[src/rtl/dmem_ctrl.sv]
// Data-memory controller: a 2-entry in-order write buffer with load forwarding,
// plus a three-state read FSM that services load misses from a ready-handshaked RAM.
module dmem_ctrl (
  input  logic        clk,
  input  logic        rst,
  input  logic        cpu_en,
  input  logic        cpu_we,
  input  logic [31:0] cpu_addr,
  input  logic [31:0] cpu_wdata,
  output logic [31:0] cpu_rdata,
  output logic        cpu_stall,
  output logic        addr_err,
  output logic        ram_en,
  output logic        ram_we,
  output logic [29:0] ram_addr,
  output logic [31:0] ram_wdata,
  input  logic [31:0] ram_rdata,
  input  logic        ram_ready
);

  typedef enum logic [1:0] {
    IDLE = 2'd0,
    WAIT = 2'd1,
    DONE = 2'd2
  } state_t;

  state_t      state_r;
  logic [1:0]  buf_vld_r;   // bit 0 is the head (oldest); bit 1 implies bit 0
  logic [29:0] buf0_addr_r;
  logic [31:0] buf0_data_r;
  logic [29:0] buf1_addr_r;
  logic [31:0] buf1_data_r;
  logic [31:0] rdata_r;
  logic        addr_err_r;

  logic aligned_s;
  logic load_s;
  logic store_s;
  logic full_s;
  logic hit0_s;
  logic hit1_s;
  logic miss_s;
  logic push_s;
  logic pop_s;

  // Request decode and write-buffer address match
  always_comb begin
    aligned_s = (cpu_addr[1:0] == 2'b00);
    load_s    = cpu_en & aligned_s & ~cpu_we;
    store_s   = cpu_en & aligned_s & cpu_we;
    full_s    = buf_vld_r[0] & buf_vld_r[1];
    hit0_s    = buf_vld_r[0] & (buf0_addr_r == cpu_addr[31:2]);
    hit1_s    = buf_vld_r[1] & (buf1_addr_r == cpu_addr[31:2]);
  end

  // CPU response and RAM request steering
  always_comb begin
    cpu_rdata = 32'h0000_0000;
    cpu_stall = 1'b0;
    ram_en    = 1'b0;
    ram_we    = 1'b0;
    ram_addr  = 30'h0000_0000;
    ram_wdata = 32'h0000_0000;
    miss_s    = 1'b0;
    push_s    = 1'b0;
    if (rst) begin
      cpu_stall = 1'b0;
    end else begin
      case (state_r)
        IDLE: begin
          if (load_s & ~(hit0_s | hit1_s)) begin
            miss_s    = 1'b1;
            ram_en    = 1'b1;
            ram_addr  = cpu_addr[31:2];
            cpu_stall = 1'b1;
          end else if (load_s) begin
            cpu_rdata = hit1_s ? buf1_data_r : buf0_data_r;
          end else if (store_s) begin
            cpu_stall = full_s;
            push_s    = ~full_s;
          end else begin
            cpu_stall = 1'b0;
          end
          // Any load presented to us (hit, miss or misaligned) holds off draining
          if (~(cpu_en & ~cpu_we) & buf_vld_r[0]) begin
            ram_en    = 1'b1;
            ram_we    = 1'b1;
            ram_addr  = buf0_addr_r;
            ram_wdata = buf0_data_r;
          end else begin
            ram_we = 1'b0;
          end
        end
        WAIT: begin
          cpu_stall = cpu_en;
        end
        DONE: begin
          cpu_rdata = rdata_r;
        end
        default: begin
          cpu_stall = 1'b0;
        end
      endcase
    end
  end

  assign pop_s    = ram_en & ram_we & ram_ready;
  assign addr_err = addr_err_r;

  // Read FSM, load data capture, misalignment flag and write-buffer update
  always_ff @(posedge clk) begin
    if (rst) begin
      state_r    <= IDLE;
      buf_vld_r  <= 2'b00;
      rdata_r    <= 32'h0000_0000;
      addr_err_r <= 1'b0;
    end else begin
      addr_err_r <= cpu_en & ~aligned_s;
      case (state_r)
        IDLE: begin
          if (miss_s & ram_ready) begin
            state_r <= WAIT;
          end else begin
            state_r <= IDLE;
          end
        end
        WAIT: begin
          rdata_r <= ram_rdata;
          state_r <= DONE;
        end
        DONE: begin
          state_r <= IDLE;
        end
        default: begin
          state_r <= IDLE;
        end
      endcase
      // A push can only coincide with a pop when exactly one entry is held
      if (pop_s) begin
        if (push_s) begin
          buf0_addr_r <= cpu_addr[31:2];
          buf0_data_r <= cpu_wdata;
          buf_vld_r   <= 2'b01;
        end else begin
          buf0_addr_r <= buf1_addr_r;
          buf0_data_r <= buf1_data_r;
          buf_vld_r   <= {1'b0, buf_vld_r[1]};
        end
      end else if (push_s) begin
        if (buf_vld_r[0]) begin
          buf1_addr_r  <= cpu_addr[31:2];
          buf1_data_r  <= cpu_wdata;
          buf_vld_r[1] <= 1'b1;
        end else begin
          buf0_addr_r  <= cpu_addr[31:2];
          buf0_data_r  <= cpu_wdata;
          buf_vld_r[0] <= 1'b1;
        end
      end else begin
        buf_vld_r <= buf_vld_r;
      end
    end
  end

endmodule

[config.mk]
export PLATFORM = sky130hd
export DESIGN_NAME = dmem_ctrl
export DESIGN_NICKNAME = d
export VERILOG_FILES = /design/src/rtl/dmem_ctrl.sv
export SDC_FILE = /design/constraint.sdc
export NUM_CORES = 1
export LEC_CHECK = 0
export ABC_AREA = 1
export CORE_ASPECT_RATIO = 1.4
export CORE_UTILIZATION = 47
export DETAILED_ROUTE_END_ITERATION = 6
export HOLD_SLACK_MARGIN = 0.15
export PLACE_DENSITY_LB_ADDON = 0.2
export SKIP_LAST_GASP = 1
export SYNTH_ARGS = -nofsm -noshare
export SYNTH_HDL_FRONTEND = slang
export SYNTH_SLANG_ARGS = --single-unit
[constraint.sdc]
create_clock -name clk -period 7 [get_ports clk]
set_input_delay 1.4 -clock clk [delete_from_list [all_inputs] [get_ports clk]]
set_output_delay 1.4 -clock clk [all_outputs]
set_load 0.05 [all_outputs]
==> flow_metrics.py <==
metrics = {
    "worst_setup_path": {
        "crit_start": "cpu_addr[3]",
        "reg2regPathDepth": 9,
        "r2r_slack_ps": 3560,
        "cpLargestDelayFamily": "simple AND/OR/NAND/NOR gates",
        "cp_data_arrival_time_ps": 4630,
        "reg2reg_to": "buf1_data_r[21]",
        "cp-endpoint": "cpu_rdata[5]",
        "crit_chain": "clkdlybuf4s50_1, inv_1, nand2_1, nand2_1, inv_1, nand2_1, nor2_1, nand2_1, nor2_4, nand2_2, nand2_1, nand2_1, inv_1, nor2_1, nor2_1, nor2_1, clkdlybuf4s50_1",
        "critPathMaxFanout": 33,
        "crit_buf_inv": 5,
        "cp.required_ps": 5600,
        "path_depth": 17,
        "cp-end-kind": "output pin",
        "slowest_delay_ps": 730,
        "cp_common_cell": "nand2_1",
        "crit_path_start_kind": "input pin",
        "worst-setup-path-type": "input pin to output pin",
        "cp_slowest_cell": "clkdlybuf4s50_1",
        "r2r_start": "buf_vld_r[0]",
    },
    "pwr": {
        "swShare_pct": 23.5,
        "ir_drop_v": 0.000145,
        "pwr-share-comb_pct": 9.1,
        "p_leak_nw": 5.41,
        "power_density_nw_per_um2": 183,
        "p_switching_w": 0.000519,
        "power.internal_w": 0.00169,
        "clkPwrFrac_pct": 44.0,
        "seqPwrFrac_pct": 46.9,
    },
    "yosys": {
        "synth_edf_count": 124,
        "synthTopCellsByCount": "nand2_1 (380), inv_1 (218), nor2_1 (211)",
        "yosys_warnings": 0,
        "syn_inst": 1276,
        "synth_area_um2": 9310,
        "synth_top_area_share_pct": 40.0,
        "synth.largest_area_cell": "edfxtp_1",
        "synthDistinctLibCells": 27,
        "syn-num-nets": 1377,
        "ys_seq_area_share_pct": 48.0,
        "avgSynthCellArea_um2": 7.30,
        "async_flop_share_pct": 0,
        "ys.flop_type": "edfxtp_1",
        "ys_ff_latch": 161,
        "synth_area_leaders": "edfxtp_1 (40%), nand2_1 (15%), inv_1 (8.8%)",
        "yosysMostFrequentCell": "nand2_1",
    },
    "timing": {
        "rsz0062_at_grt": "no",
        "fin_worst_skew_ps": 11.2,
        "slew_viol_final": 0,
        "setup_tns_ps": 0,
        "post-route-period-util_pct": 86.2,
        "final_hold_viol_count": 0,
        "setup_viol": 0,
        "max_freq_ghz": 0.166,
        "setup_slack_ps": 968,
        "max-slew-margin-rel_pct": 28.8,
        "worst_pin_slew_ps": 1070,
        "fin_crit_ps": 6030,
    },
    "floorplan": {
        "core_area_um2": 19300,
        "row_count": 60,
        "die_area_um2": 20400,
        "start_util_pct": 48.3,
        "die_h_um": 169,
        "die_w_um": 121,
        "ios": 199,
    },
    "route": {
        "drt_iter0_drc": 597,
        "top_layer_used": "met4",
        "met3_wirelength_um": 1250,
        "via_per_inst": 4.97,
        "drc": 0,
        "met1Wirelength_um": 10500,
        "wl_um": 26700,
        "antenna_left": 0,
        "firstDrtPassIters": 5,
        "route.met2.wl_um": 14100,
        "vias": 8540,
        "wl_per_cell_um": 15.6,
    },
    "cts": {
        "cts_resized": 0,
        "cts_tree": "done",
        "root_buffer": "clkbuf_16",
        "clock-sinks": 161,
        "cts_buffer_depth": 2,
        "numCtsBuffers": 17,
        "clock_latency_ps": 430,
        "hold_buffers": 0,
        "h-tree-depth": 4,
        "post_cts_buffers": 0,
        "path_clk_slew_ps": 70,
    },
    "finish": {
        "area_growth_pct": 29.9,
        "fin_nets": 1557,
        "drive_gt1_share_pct": 7.01,
        "fill_cells": 1758,
        "utilization_pct": 62.7,
    },
    "grt": {
        "grtUsageTotal_pct": 26.8,
        "grt_antenna_before_repair": 1,
        "grt_pass1_wl_um": 41800,
        "grt_pass1_vias": 8286,
        "overflow": 0,
        "grt_max_degree": 94,
    },
    "placed_design": {
        "hpwlAfterDp_um": 19100,
        "portBuffers": 198,
        "dp_slack_ps": 923,
        "gp_congestion": 0.920,
    },
    "run": {
        "drv_cap": 0,
    },
    "min_path": {
        "hold_class": "register to register",
    },
    "status": {
        "status": "finished clean",
    },
}
## worst min-delay path by stage
stage,from,end,cells after the start
floorplan,rdata_r[10],rdata_r[10],2
global placement,rdata_r[1],rdata_r[1],2
detailed placement,rdata_r[24],rdata_r[24],2
CTS,rdata_r[1],rdata_r[1],2
global route,rdata_r[1],rdata_r[1],2
finish,rdata_r[19],rdata_r[19],2
## layout make-up
| class | instances | area (um2) | area share (%) |
|---|---|---|---|
| clock buffer | 20 | 468 | 3.87 |
| antenna | 1 | 2.50 | 0.0207 |
| timing repair buffer | 212 | 2080 | 17.2 |
| clock inverter | 12 | 145 | 1.20 |
| inverter | 237 | 890 | 7.35 |
| sequential | 161 | 4460 | 36.9 |
| multi-input combinational | 827 | 3740 | 30.9 |
| tap | 248 | 310 | 2.57 |
## layer usage
layer | track usage, % | up-vias
met2 | 49.5 | 267
li1 | - | 4320
met3 | 4.45 | 49
met5 | 0 | -
met4 | 11.6 | 0
met1 | 30.0 | 3904
## per-stage QoR
| stage | hold slack, ps | cell area (um2) | total power [W] | std cells |
|---|---|---|---|---|
| after floorplan | 430 | 9320 | 0.00115 | 1276 |
| after global placement | 440 | 11500 | 0.00125 | 1685 |
| after detailed placement | 448 | 11500 | 0.00126 | 1685 |
| after CTS | 458 | 12100 | 0.00222 | 1717 |
| after global routing | 472 | 12100 | 0.00228 | 1718 |
| final | 455 | 12100 | 0.00221 | 1718 |
## worst register-to-register path, cell delays in order (launching register included)
cell and delay, ps:
dfxtp_1 310, inv_1 140, a21oi_1 90, nand2_2 470, buf_4 390, nor2_2 110, nor2_1 240, inv_1 130
nor2_4 770, buf_4 470
## placed cells by master (no fill, tap or decap), types with 2 or more instances in the layout
cell type	instances
mux2_2	31
nand4_1	10
clkdlybuf4s50_1	195
nor2_1	210
clkbuf_16	18
nand2_1	378
edfxtp_1	124
clkinv_4	4
o22ai_1	25
dfxtp_1	37
inv_4	2
nand3_1	40
inv_6	3
and2_1	4
bufinv_16	2
nor2_4	3
clkinv_1	5
a21oi_1	42
inv_1	217
o21ai_0	66
xnor2_1	10
inv_2	15
buf_4	17
nand2_2	2
## power groups by stage
stage / logic (W) / registers (W) / clock network, W
floorplan: 0.0000947 / 0.00106 / 0
global placement: 0.000196 / 0.00106 / 0
detailed placement: 0.000199 / 0.00106 / 0
CTS: 0.000201 / 0.00104 / 0.000983
global route: 0.000220 / 0.00104 / 0.00103
finish: 0.000201 / 0.00104 / 0.000974
## flip-flops by register name, summed over array words and instances (netlist names)
signal / flops
buf1_data_r: 32
state_r: 2
buf0_data_r: 32
rdata_r: 32
buf0_addr_r: 30
buf1_addr_r: 30
buf_vld_r: 2
addr_err: 1
## logic make-up after synthesis
kind of cell | count (synthesis) | synth area share (%)
AO/OA/AOI/OAI | 136 | 7.73
XOR/XNOR | 10 | 0.941
buffers and inverters | 288 | 12.2
flip-flops | 161 | 48.0
multiplexers | 31 | 3.75
AND/OR/NAND/NOR | 650 | 27.4
Power figures use the tool's default switching activity.
==> RTL change (same flow settings) <==
Put one more register stage on the output `addr_err`. The value now appears one clock later. The other outputs are not delayed to match.
--- a/src/rtl/dmem_ctrl.sv
+++ b/src/rtl/dmem_ctrl.sv
@@ -105,7 +105,9 @@
   end
 
   assign pop_s    = ram_en & ram_we & ram_ready;
-  assign addr_err = addr_err_r;
+  always_ff @(posedge clk) begin
+    addr_err <= addr_err_r;
+  end
 
   // Read FSM, load data capture, misalignment flag and write-buffer update
   always_ff @(posedge clk) begin
Function: not settled (the Yosys comparison gave no result); the edit may change what the design does.
==> RTL change against the unedited design <==
Total power is 0.35% higher; non-clock buffer count is 3 lower; sequential power hardly changed; routed wire length is 0.99% higher; setup slack better by 17 ps; cell area is 2.6% higher; sequential cell count is 1 higher; fmax is 0.28% higher; global-route usage is 0.083 points higher; synthesized area is 0.22% higher.
==> RTL change: results <==
{
  "r2r_slack_ps": 3310,
  "synth_compound_area_share_pct": 7.71,
  "total_leakage_power_nw": 5.53,
  "worst_hold_path.num_cells": 0,
  "synth-edff-count": 124,
  "arrival_ps": 4620,
  "clk_pin_slew_ps": 70,
  "use_met2_pct": 48.4,
  "met3_wirelength_um": 1340,
  "post_drt_via_cell_ratio": 4.96,
  "grt_max_degree": 94,
  "place_congestion": 0.944,
  "met1_length_um": 10700,
  "antenna_found_initial": 3,
  "r2r-end": "buf1_addr_r[28]$_DFFE_PP_",
  "met1_usage_pct": 31.0,
  "syn_inst": 1277,
  "synthTopCellsByArea": "edfxtp_1 (40%), nand2_1 (15%), inv_1 (8.8%), nor2_1 (8.5%), dfxtp_1 (8.2%)",
  "grt_pass1_vias": 8219,
  "grtUsageTotal_pct": 26.9,
  "grtUsageMet3_pct": 4.01,
  "synth_mux_area_share_pct": 3.74,
  "finClkSkew_ps": 12.4,
  "synth-xor-area-share_pct": 0.939,
  "nFillCells": 1718,
  "r2r-start": "buf_vld_r[0]$_SDFFE_PP0P_",
  "wl_per_cell_um": 15.7,
  "slew_headroom_pct": 27.1,
  "ir_drop_v": 0.000143,
  "dp.cells": 1683,
  "synth_seq_area_share_pct": 48.1,
  "vias": 8522,
  "outcome": "finished clean",
  "drt-initial-drc-count": 619,
  "place_area_mm2": 0.0118,
  "num-nets-final": 1555,
  "dp_hpwl_um": 19200,
  "synth_nets": 1378,
  "whs_endpoint": "addr_err$_DFF_P_",
  "wl_met2_um": 13900,
  "grt_pass1_wl_um": 42100,
  "hp-start": "addr_err_r$_SDFF_PP0_"
}
[RTL change: cell count changes after synthesis, sizes merged]
| cell | before | now |
|---|---|---|
| dfxtp | 37 | 38 |
[RTL change: area by class of cell]
type                       count  area share (%)
antenna                        2          0.0403
clock buffer                  20            3.86
clock inverter                12            1.09
inverter                     237            7.17
multi-input combinational    827            30.1
sequential                   162            36.1
tap                          248            2.50
timing repair buffer         209            19.1
[RTL change: critical path, cell delays in order]
cell	delay [ps]
clkdlybuf4s50_1	570
inv_1	90
nand2_1	120
nand3_1	90
nor2_1	230
nand2_1	150
nor2_4	120
nand2_2	430
nand2_1	250
nand3_1	100
nor2_1	120
nor2_1	50
nor2_1	80
clkdlybuf4s50_1	800
[RTL change: stage by stage]
| stage | worst slack (ps) | util [%] | hold WS [ps] |
|---|---|---|---|
| 2_1_floorplan | 1970 | - | 310 |
| 3_3_place_gp | 1060 | 60.9 | 311 |
| 3_5_place_dp | 999 | 60.9 | 316 |
| 4_1_cts | 970 | 64.1 | 331 |
| 5_1_grt | 787 | 64.1 | 331 |
| 6_report | 985 | 64.1 | 332 |
[RTL change: power breakdown]
part           leakage (nW)  switching (mW)  internal [mW]
sequential             1.42         0.00248           1.04
combinational          3.82           0.110         0.0983
clock                 0.291           0.422          0.546
[RTL change: worst max path at each step]
stage / startpoint / end / slack [ps] / depth (start not counted)
after floorplan: rst / buf0_addr_r[0]$_DFFE_PP_ / 1970 / 5
after global placement: cpu_addr[3] / cpu_rdata[30] / 1060 / 16
after detailed placement: cpu_addr[7] / cpu_rdata[30] / 1000 / 16
after CTS: cpu_addr[2] / cpu_rdata[30] / 970 / 14
after global routing: cpu_addr[16] / cpu_rdata[30] / 790 / 13
final: cpu_addr[2] / cpu_rdata[30] / 980 / 14
